==> src/rtl/hazard_pkg.sv <==
// Shared types and constants for the pipeline hazard controller.
package hazard_pkg;

  typedef enum logic [1:0] {
    RUN,
    MULDIV_WAIT,
    DRAIN,
    HALTED
  } state_t;

  localparam logic [1:0] FWD_REGFILE   = 2'b00;
  localparam logic [1:0] FWD_WRITEBACK = 2'b01;
  localparam logic [1:0] FWD_MEMORY    = 2'b10;

  localparam logic [5:0] FUNCT_MULT  = 6'h18;
  localparam logic [5:0] FUNCT_MULTU = 6'h19;
  localparam logic [5:0] FUNCT_DIV   = 6'h1A;
  localparam logic [5:0] FUNCT_DIVU  = 6'h1B;

  // Register 0 is hardwired, so it can never produce a dependency.
  function automatic logic reg_match(input logic en, input logic [4:0] dst,
                                     input logic [4:0] src);
    return en && (dst != 5'd0) && (dst == src);
  endfunction

endpackage

==> src/rtl/forwarding_unit.sv <==
// Combinational operand-forwarding selects for the execute and decode stages.
module forwarding_unit
  import hazard_pkg::*;
(
  input  logic [4:0] Rs_decode,
  input  logic [4:0] Rt_decode,
  input  logic [4:0] Rs_execute,
  input  logic [4:0] Rt_execute,
  input  logic [4:0] write_register_memory,
  input  logic [4:0] write_register_writeback,
  input  logic       register_write_memory,
  input  logic       register_write_writeback,
  output logic [1:0] forward_A_execute,
  output logic [1:0] forward_B_execute,
  output logic       forward_A_decode,
  output logic       forward_B_decode
);

  // Memory stage holds the younger result, so it wins over writeback.
  function automatic logic [1:0] select(input logic [4:0] src);
    if (reg_match(register_write_memory, write_register_memory, src))
      return FWD_MEMORY;
    else if (reg_match(register_write_writeback, write_register_writeback, src))
      return FWD_WRITEBACK;
    else
      return FWD_REGFILE;
  endfunction

  always_comb begin
    forward_A_execute = select(Rs_execute);
    forward_B_execute = select(Rt_execute);
    forward_A_decode  = reg_match(register_write_memory, write_register_memory, Rs_decode);
    forward_B_decode  = reg_match(register_write_memory, write_register_memory, Rt_decode);
  end

endmodule

==> src/rtl/hazard_controller.sv <==
// Pipeline stall/flush/forward control with HI/LO occupancy and HALT drain.
// Optional HAZARD_STATS_EN adds a saturating stall_count output.
module hazard_controller
  import hazard_pkg::*;
#(
  parameter int MULT_LATENCY = 4,
  parameter int DIV_LATENCY  = 32,
  parameter int DRAIN_CYCLES = 3
) (
  input  logic       clk,
  input  logic       reset,
  input  logic [4:0] Rs_decode,
  input  logic [4:0] Rt_decode,
  input  logic [4:0] Rs_execute,
  input  logic [4:0] Rt_execute,
  input  logic [4:0] write_register_execute,
  input  logic [4:0] write_register_memory,
  input  logic [4:0] write_register_writeback,
  input  logic       register_write_execute,
  input  logic       register_write_memory,
  input  logic       register_write_writeback,
  input  logic       memory_to_register_execute,
  input  logic       memory_to_register_memory,
  input  logic       branch_decode,
  input  logic       using_HI_LO_decode,
  input  logic       HI_register_write_execute,
  input  logic       LO_register_write_execute,
  input  logic [5:0] op_execute,
  input  logic [5:0] ALU_function_execute,
  input  logic       HALT_execute,
  output logic       stall_fetch,
  output logic       stall_decode,
  output logic       clear_decode_execute,
  output logic       clear_fetch_decode,
  output logic [1:0] forward_A_execute,
  output logic [1:0] forward_B_execute,
  output logic       forward_A_decode,
  output logic       forward_B_decode,
  output logic       muldiv_busy,
  output logic       halted
`ifdef HAZARD_STATS_EN
  ,
  output logic [31:0] stall_count
`endif
);

  localparam int MAX_LAT_MD = (MULT_LATENCY > DIV_LATENCY) ? MULT_LATENCY : DIV_LATENCY;
  localparam int MAX_LAT    = (MAX_LAT_MD > DRAIN_CYCLES) ? MAX_LAT_MD : DRAIN_CYCLES;
  localparam int CW         = $clog2(MAX_LAT) + 1;

  localparam logic [CW-1:0] MULT_LOAD  = CW'(MULT_LATENCY - 1);
  localparam logic [CW-1:0] DIV_LOAD   = CW'(DIV_LATENCY - 1);
  localparam logic [CW-1:0] DRAIN_LOAD = CW'(DRAIN_CYCLES - 1);

  state_t        state;
  logic [CW-1:0] md_count;
  logic [CW-1:0] drain_count;
  logic [CW-1:0] md_next;
  logic [CW-1:0] drain_load;
  logic [CW-1:0] start_load;
  logic          is_mult, is_div, muldiv_start;
  logic          lw_stall, br_stall, hilo_stall, hazard, hold;

  forwarding_unit u_forwarding_unit (
    .Rs_decode               (Rs_decode),
    .Rt_decode               (Rt_decode),
    .Rs_execute              (Rs_execute),
    .Rt_execute              (Rt_execute),
    .write_register_memory   (write_register_memory),
    .write_register_writeback(write_register_writeback),
    .register_write_memory   (register_write_memory),
    .register_write_writeback(register_write_writeback),
    .forward_A_execute       (forward_A_execute),
    .forward_B_execute       (forward_B_execute),
    .forward_A_decode        (forward_A_decode),
    .forward_B_decode        (forward_B_decode)
  );

  always_comb begin
    is_mult      = (ALU_function_execute == FUNCT_MULT) || (ALU_function_execute == FUNCT_MULTU);
    is_div       = (ALU_function_execute == FUNCT_DIV) || (ALU_function_execute == FUNCT_DIVU);
    muldiv_start = (HI_register_write_execute || LO_register_write_execute) &&
                   (op_execute == 6'd0) && (is_mult || is_div);
    start_load   = is_div ? DIV_LOAD : MULT_LOAD;
    // md_count always holds the remaining HI/LO occupancy, in WAIT and in DRAIN.
    drain_load   = (md_count > DRAIN_LOAD) ? md_count : DRAIN_LOAD;
    md_next      = (md_count != '0) ? md_count - CW'(1) : '0;

    lw_stall   = memory_to_register_execute &&
                 (reg_match(1'b1, write_register_execute, Rs_decode) ||
                  reg_match(1'b1, write_register_execute, Rt_decode));
    br_stall   = branch_decode &&
                 (reg_match(register_write_execute, write_register_execute, Rs_decode) ||
                  reg_match(register_write_execute, write_register_execute, Rt_decode) ||
                  reg_match(memory_to_register_memory, write_register_memory, Rs_decode) ||
                  reg_match(memory_to_register_memory, write_register_memory, Rt_decode));
    hilo_stall = using_HI_LO_decode && muldiv_busy;
    hazard     = lw_stall || br_stall || hilo_stall;
    hold       = (state == DRAIN) || (state == HALTED);

    stall_fetch          = hold || hazard;
    stall_decode         = hold || hazard;
    clear_decode_execute = hold || hazard;
    clear_fetch_decode   = hold;
  end

  always_ff @(posedge clk) begin
    if (!reset) begin
      state       <= RUN;
      md_count    <= '0;
      drain_count <= '0;
      muldiv_busy <= 1'b0;
      halted      <= 1'b0;
    end else if (state != HALTED && HALT_execute) begin
      state       <= DRAIN;
      drain_count <= drain_load;
      muldiv_busy <= (md_count != '0);
    end else begin
      case (state)
        RUN, MULDIV_WAIT: begin
          if (muldiv_start) begin
            state       <= MULDIV_WAIT;
            md_count    <= start_load;
            muldiv_busy <= 1'b1;
          end else if (state == MULDIV_WAIT) begin
            if (md_count == '0) begin
              state       <= RUN;
              muldiv_busy <= 1'b0;
            end else begin
              md_count <= md_count - CW'(1);
            end
          end
        end
        DRAIN: begin
          md_count <= md_next;
          if (drain_count == '0) begin
            state       <= HALTED;
            md_count    <= '0;
            muldiv_busy <= 1'b0;
            halted      <= 1'b1;
          end else begin
            drain_count <= drain_count - CW'(1);
            muldiv_busy <= (md_next != '0);
          end
        end
        default: ;
      endcase
    end
  end

`ifdef HAZARD_STATS_EN
  always_ff @(posedge clk) begin
    if (!reset)
      stall_count <= '0;
    else if (!hold && hazard && stall_count != '1)
      stall_count <= stall_count + 32'd1;
  end
`endif

endmodule
==> config.mk <==
export PLATFORM = sky130hd
export DESIGN_NAME = hazard_controller
export DESIGN_NICKNAME = d
export VERILOG_FILES = /design/src/rtl/hazard_pkg.sv /design/src/rtl/forwarding_unit.sv /design/src/rtl/hazard_controller.sv
export SDC_FILE = /design/constraint.sdc
export NUM_CORES = 1
export LEC_CHECK = 0
export ABC_AREA = 1
export CAP_MARGIN = 25
export CORE_MARGIN = 2
export CORE_UTILIZATION = 49
export CTS_BUF_LIST = sky130_fd_sc_hd__clkbuf_2
export CTS_CLUSTER_DIAMETER = 150
export DETAILED_ROUTE_END_ITERATION = 6
export PLACE_DENSITY_LB_ADDON = 0.15
export SYNTH_ARGS = -nofsm -noshare
export SYNTH_HDL_FRONTEND = slang
export SYNTH_SLANG_ARGS = --single-unit
==> constraint.sdc <==
create_clock -name clk -period 4.7 [get_ports clk]
set_input_delay 0.94 -clock clk [delete_from_list [all_inputs] [get_ports clk]]
set_output_delay 0.94 -clock clk [all_outputs]
set_load 0.1 [all_outputs]
==> results of run 1 <==
## power breakdown
group          switching [mW]  internal (mW)  total (mW)
Sequential             0.0129          0.151       0.164
Clock                  0.0500         0.0185      0.0684
Combinational           0.195          0.127       0.323
## through the flow
step / TNS (ns) / hold WS [ns] / worst slack (ns)
floorplan: -0.601 / 0.453 / -0.601
global placement: 0 / 0.453 / 1.20
detailed placement: 0 / 0.466 / 1.19
CTS: 0 / 0.501 / 1.18
global route: 0 / 0.517 / 1.05
finish: 0 / 0.494 / 1.19
## logic make-up (layout without fill, tap and decap cells)
family,Yosys count,in the layout,synth area share
and+or+nand+nor,168,168,0.412
buffers and inverters,51,113,0.117
AOI/OAI and AO/OA,38,38,0.111
xor gates and xnor gates,34,34,0.161
DFF,16,16,0.173
adders and majority gates,4,4,0.0270
## cell usage in the layout (no fill, tap or decap), types with 2 or more instances in the layout
cell	instances
nor3_2	2
clkdlybuf4s50_1	60
nand2_1	79
nand3_1	23
a21oi_2	2
dfxtp_1	16
nor3_1	7
nand3b_1	2
a21oi_1	20
nor2_1	31
buf_4	9
o21ai_0	13
nand2_2	3
clkbuf_2	3
xor2_1	15
ha_1	4
nor2_2	3
xnor2_1	19
or2_2	4
nand4_1	9
inv_1	39
## registers in the layout, summed over array words and instances (netlist names)
name         count
drain_count      6
md_count         6
state            2
muldiv_busy      1
halted           1
## area by class of cell
| class | instances | area [um2] |
|---|---|---|
| Clock buffer | 3 | 15.0 |
| Clock inverter | 1 | 3.75 |
| Fill cell | 322 | 1120 |
| Inverter | 40 | 150 |
| Multi-Input combinational cell | 244 | 1330 |
| Sequential cell | 16 | 320 |
| Tap cell | 48 | 60.1 |
| Timing Repair Buffer | 69 | 668 |
## critical path, cell delays in order
cell             delay [ns]
clkdlybuf4s50_1        0.55
xor2_1                 0.22
nor3_1                 0.18
nand3_1                0.11
nand2_1                0.08
nand2_1                0.06
nand3_1                0.12
buf_4                  0.31
## layer usage
| layer | GRT usage | vias up |
|---|---|---|
| li1 | - | 1119 |
| met1 | 0.279 | 949 |
| met2 | 0.449 | 70 |
| met3 | 0.0360 | 9 |
| met4 | 0.0911 | 0 |
| met5 | 0 | - |
## worst min-delay path by stage
stage,end,slack (ns)
floorplan,drain_count[2],0.45
global placement,halted,0.45
detailed placement,halted,0.47
CTS,drain_count[2],0.50
global route,drain_count[4],0.52
finish,drain_count[2],0.49
==> results_dict.tcl, run 1 <==
set metrics [dict create \
    status "finished clean" \
    cts_buffers 3 \
    dieArea_um2 4290 \
    gp_congestion 0.924 \
    cts_root_buf "clkbuf_2" \
    required_ns 3.76 \
    post_cts_resized 0 \
    worstHoldStart "drain_count[2]" \
    num_antenna_cells 0 \
    synth_top_cells_by_count "nand2_1, inv_1, nor2_1, nand3_1, a21oi_1" \
    grt_pass1_vias 2003 \
    synthDistinctLibCells 31 \
    max_freq_mhz 285 \
    start_kind "input pin" \
    row_count 22 \
    post-synth-top-count-cell "nand2_1" \
    vdd_drop_max_mv 0.142 \
    period_needed_ns 3.51 \
    rsz0062_at_grt "no" \
    synth_top_area_share 0.173 \
    vias 2147 \
    cap_violations 0 \
    critPathMaxFanout 5 \
    arrival_ns 2.57 \
    highest_layer "met4" \
    crit_start "write_register_memory[1]" \
    die_y_um 65.5 \
    synthTopCellsByArea "dfxtp_1, nand2_1, xnor2_1, inv_1, xor2_1" \
    post-cts-setup-buffers 0 \
    critPathCaptureType "output port" \
    ff2ff_setup_slack_ns 2.95 \
    layout-drive-gt1-share 0.0858 \
    relSlewSlack 0.351 \
    detail_route.iter0.violations 109 \
    antenna_left 0 \
    start_util 0.506 \
    finalWirelength_mm 5.12 \
    pin_count 71 \
    synthArstFlopShare 0 \
    area_growth_pct 37.2 \
    maxSlewViolCount 0 \
    crit_path_end "stall_fetch" \
    r2r-start "md_count[0]" \
    grt_pass1_wl_mm 8.36 \
    clock_latency_ns 0.32 \
    whs_path_depth 2 \
    drc_errors 0 \
    clk_path_buf_depth 2 \
    hold_path_class "reg2reg" \
    ys_warn_count 0 \
    synth-main-ff-cell "dfxtp_1" \
    numPortBuffers 69 \
    p_leak_nw 1.17 \
    viasPerCell 5.10 \
    power.total_mw 0.555 \
    finalHoldViolations 0 \
    yosysTopAreaCell "dfxtp_1" \
    fin_util 0.695 \
    worst_slew_pin_slew_ns 0.971 \
    placed_cells 417 \
    grt_use_total 0.243 \
    reg2reg_depth 9 \
    syn_avg_cell_area_um2 5.96 \
    dp_hpwl_mm 4.11 \
    coreArea_um2 3660 \
    synth_seq_area_share 0.173 \
    min_period_over_period 0.748 \
    cts_hold_repair.buffers 0 \
    wl_met2_mm 2.45 \
    wl_per_cell_um 12.2 \
    r2r-end "md_count[0]" \
    met3_length_um 328 \
    syn-num-nets 374 \
    cts_tree "done" \
    dpl-instance-area_um2 2530 \
    nNetsFinal 437 \
    synth_edf_count 0 \
    path_class "in2out" \
    power_density_nw_per_um2 218 \
    antenna_found_initial 0 \
    setup_viol_count_final 0 \
    ys_ff_latch 16 \
    drt_pre_antenna_iters 5 \
    final_cell_area_um2 2540 \
    synthCells 311 \
    die_w_um 65.5 \
    met1Wirelength_mm 2.25 \
    cts.sink_count 16 \
    overflow 0 \
    fin_skew_ns 0.00333 \
    cts_max_level 1 \
    synth_area_um2 1850 \
    final_cells 421 \
    grt_max_degree 13 \
    cts.clk_slew.worst_paths_ns 0.17 \
]
Note: power is estimated with default switching activity, not from simulation.
==> inputs of run 2 (changes only) <==
- CORE_UTILIZATION: 49 -> 46
- clock period: 4.7 -> 3.58 ns (I/O delays scaled with it)
==> run 2 against run 1 <==
Net effect:
- critical path depth did not move
- clock-buffer cell count stayed put
- combinational power increased by 38%
- routed wire length is 0.74% higher
- critical path type unchanged
- core utilization shrank 1.5 points
- largest power group unchanged
- global-route usage shrank 1.8 points
==> results_dict.tcl, run 2 (same netlist as run 1, synthesis figures left out) <==
set metrics [dict create \
    post_cts_resized 0 \
    nNetsFinal 437 \
    gp_congestion 0.895 \
    arrival_ns 2.44 \
    max_stage_delay_ns 0.56 \
    start_kind "input pin" \
    layout_common_cells "nand2_1, clkdlybuf4s50_1, inv_1, nor2_1, nand3_1" \
    rsz0062_at_grt "no" \
    vias 2168 \
    worst_slew_pin_slew_ns 0.993 \
    status "finished clean" \
    top_regs "drain_count: 6 flops, md_count: 6 flops, state: 2 flops" \
    layout-drive-gt1-share 0.0885 \
    clock_latency_ns 0.31 \
    antenna_left 0 \
    cts_buffers 3 \
    die_w_um 67.5 \
    placed_cells 419 \
    cts_hold_repair.buffers 0 \
    worst_path_dominant_cell_family "buffers and inverters" \
    final_cell_area_um2 2680 \
    vdd_drop_max_mv 0.240 \
    critPathBufInv 2 \
    die_y_um 67.5 \
    finalHoldViolations 0 \
    wl_per_cell_um 12.2 \
    numPortBuffers 69 \
    grt_max_degree 13 \
    cts_max_level 1 \
    overflow 0 \
    dp_hpwl_mm 4.21 \
    final_cells 423 \
    power_density_nw_per_um2 280 \
    viasPerCell 5.13 \
    maxSlewViolCount 0 \
    final_common_cell "nand2_1" \
    max_freq_mhz 317 \
    clk_path_buf_depth 2 \
    cap_violations 0 \
    critPathSlowestCell "clkdlybuf4s50_1" \
    whs_ns 0.491 \
    required_ns 2.86 \
    grt_pass1_vias 1904 \
    cts.clk_slew.worst_paths_ns 0.17 \
    finalSetupTns_ns 0 \
    grt_use_total 0.224 \
    detail_route.iter0.violations 127 \
    finalWirelength_mm 5.16 \
    row_count 23 \
    grt_pass1_wl_mm 7.99 \
    p_leak_nw 1.21 \
    crit_chain "clkdlybuf4s50_1, xor2_1, nor3_1, nand3_1, nand2_1, nand2_1, nand3_1, buf_12" \
    pin_count 71 \
    fin_skew_ns 0.00712 \
    hold_path_class "reg2reg" \
    dieArea_um2 4550 \
    cts_root_buf "clkbuf_2" \
    num_antenna_cells 0 \
    drc_errors 0 \
    start_util 0.470 \
    relSlewSlack 0.336 \
    path_class "in2out" \
    critPathCaptureType "output port" \
    coreArea_um2 3940 \
    dpl-instance-area_um2 2660 \
    critPathMaxFanout 5 \
    antenna_found_initial 0 \
    drt_pre_antenna_iters 4 \
    cts_tree "done" \
    area_growth_pct 44.5 \
    setup_viol_count_final 0 \
    period_needed_ns 3.15 \
    min_period_over_period 0.881 \
    post-cts-setup-buffers 0 \
    cts.sink_count 16 \
    fin_util 0.680 \
]
==> run 2: through the flow <==
stage,power [mW],setup WS [ns]
4_1_cts,0.750,0.408
3_5_place_dp,0.661,0.413
5_1_grt,0.804,0.204
6_report,0.751,0.427
3_3_place_gp,0.653,0.419
2_1_floorplan,0.516,-0.642
==> run 2: worst reg2reg max path, cell delays in order, from the launching register on <==
cell     delay [ns]
dfxtp_1        0.54
nand2_2        0.14
nand2_1        0.31
inv_1          0.21
o21ai_0        0.13
o21ai_0        0.10
o21ai_0        0.16
a21oi_1        0.06
==> run 2: where the power goes <==
group	switching [mW]	internal, mW
clock network	0.0668	0.0243
logic	0.265	0.181
registers	0.0159	0.198
==> run 2: metal layers <==
metal	vias to the layer above	global-route usage	wire length [um]
met1	964	0.263	2140
met3	2	0.0317	448
met5	-	0	0
met2	86	0.419	2550
li1	1116	-	-
met4	0	0.0612	23
==> run 2: area by class of cell <==
class,instances,area [um2]
Multi-Input combinational cell,244,1350
Fill cell,358,1260
Timing Repair Buffer,69,781
Sequential cell,16,320
Inverter,40,150
Tap cell,50,62.6
Clock buffer,3,15.0
Clock inverter,1,3.75
==> run 2: path summary, 6_finish.rpt <==
path	endpoint	slack, ns	cells past startpoint	start
worst max-delay path	stall_fetch	0.43	8	write_register_memory[0]
worst min-delay path	halted	0.49	2	halted
worst max register to register	drain_count[1]	1.85	7	state[0]
worst min register to register	halted	0.49	2	halted
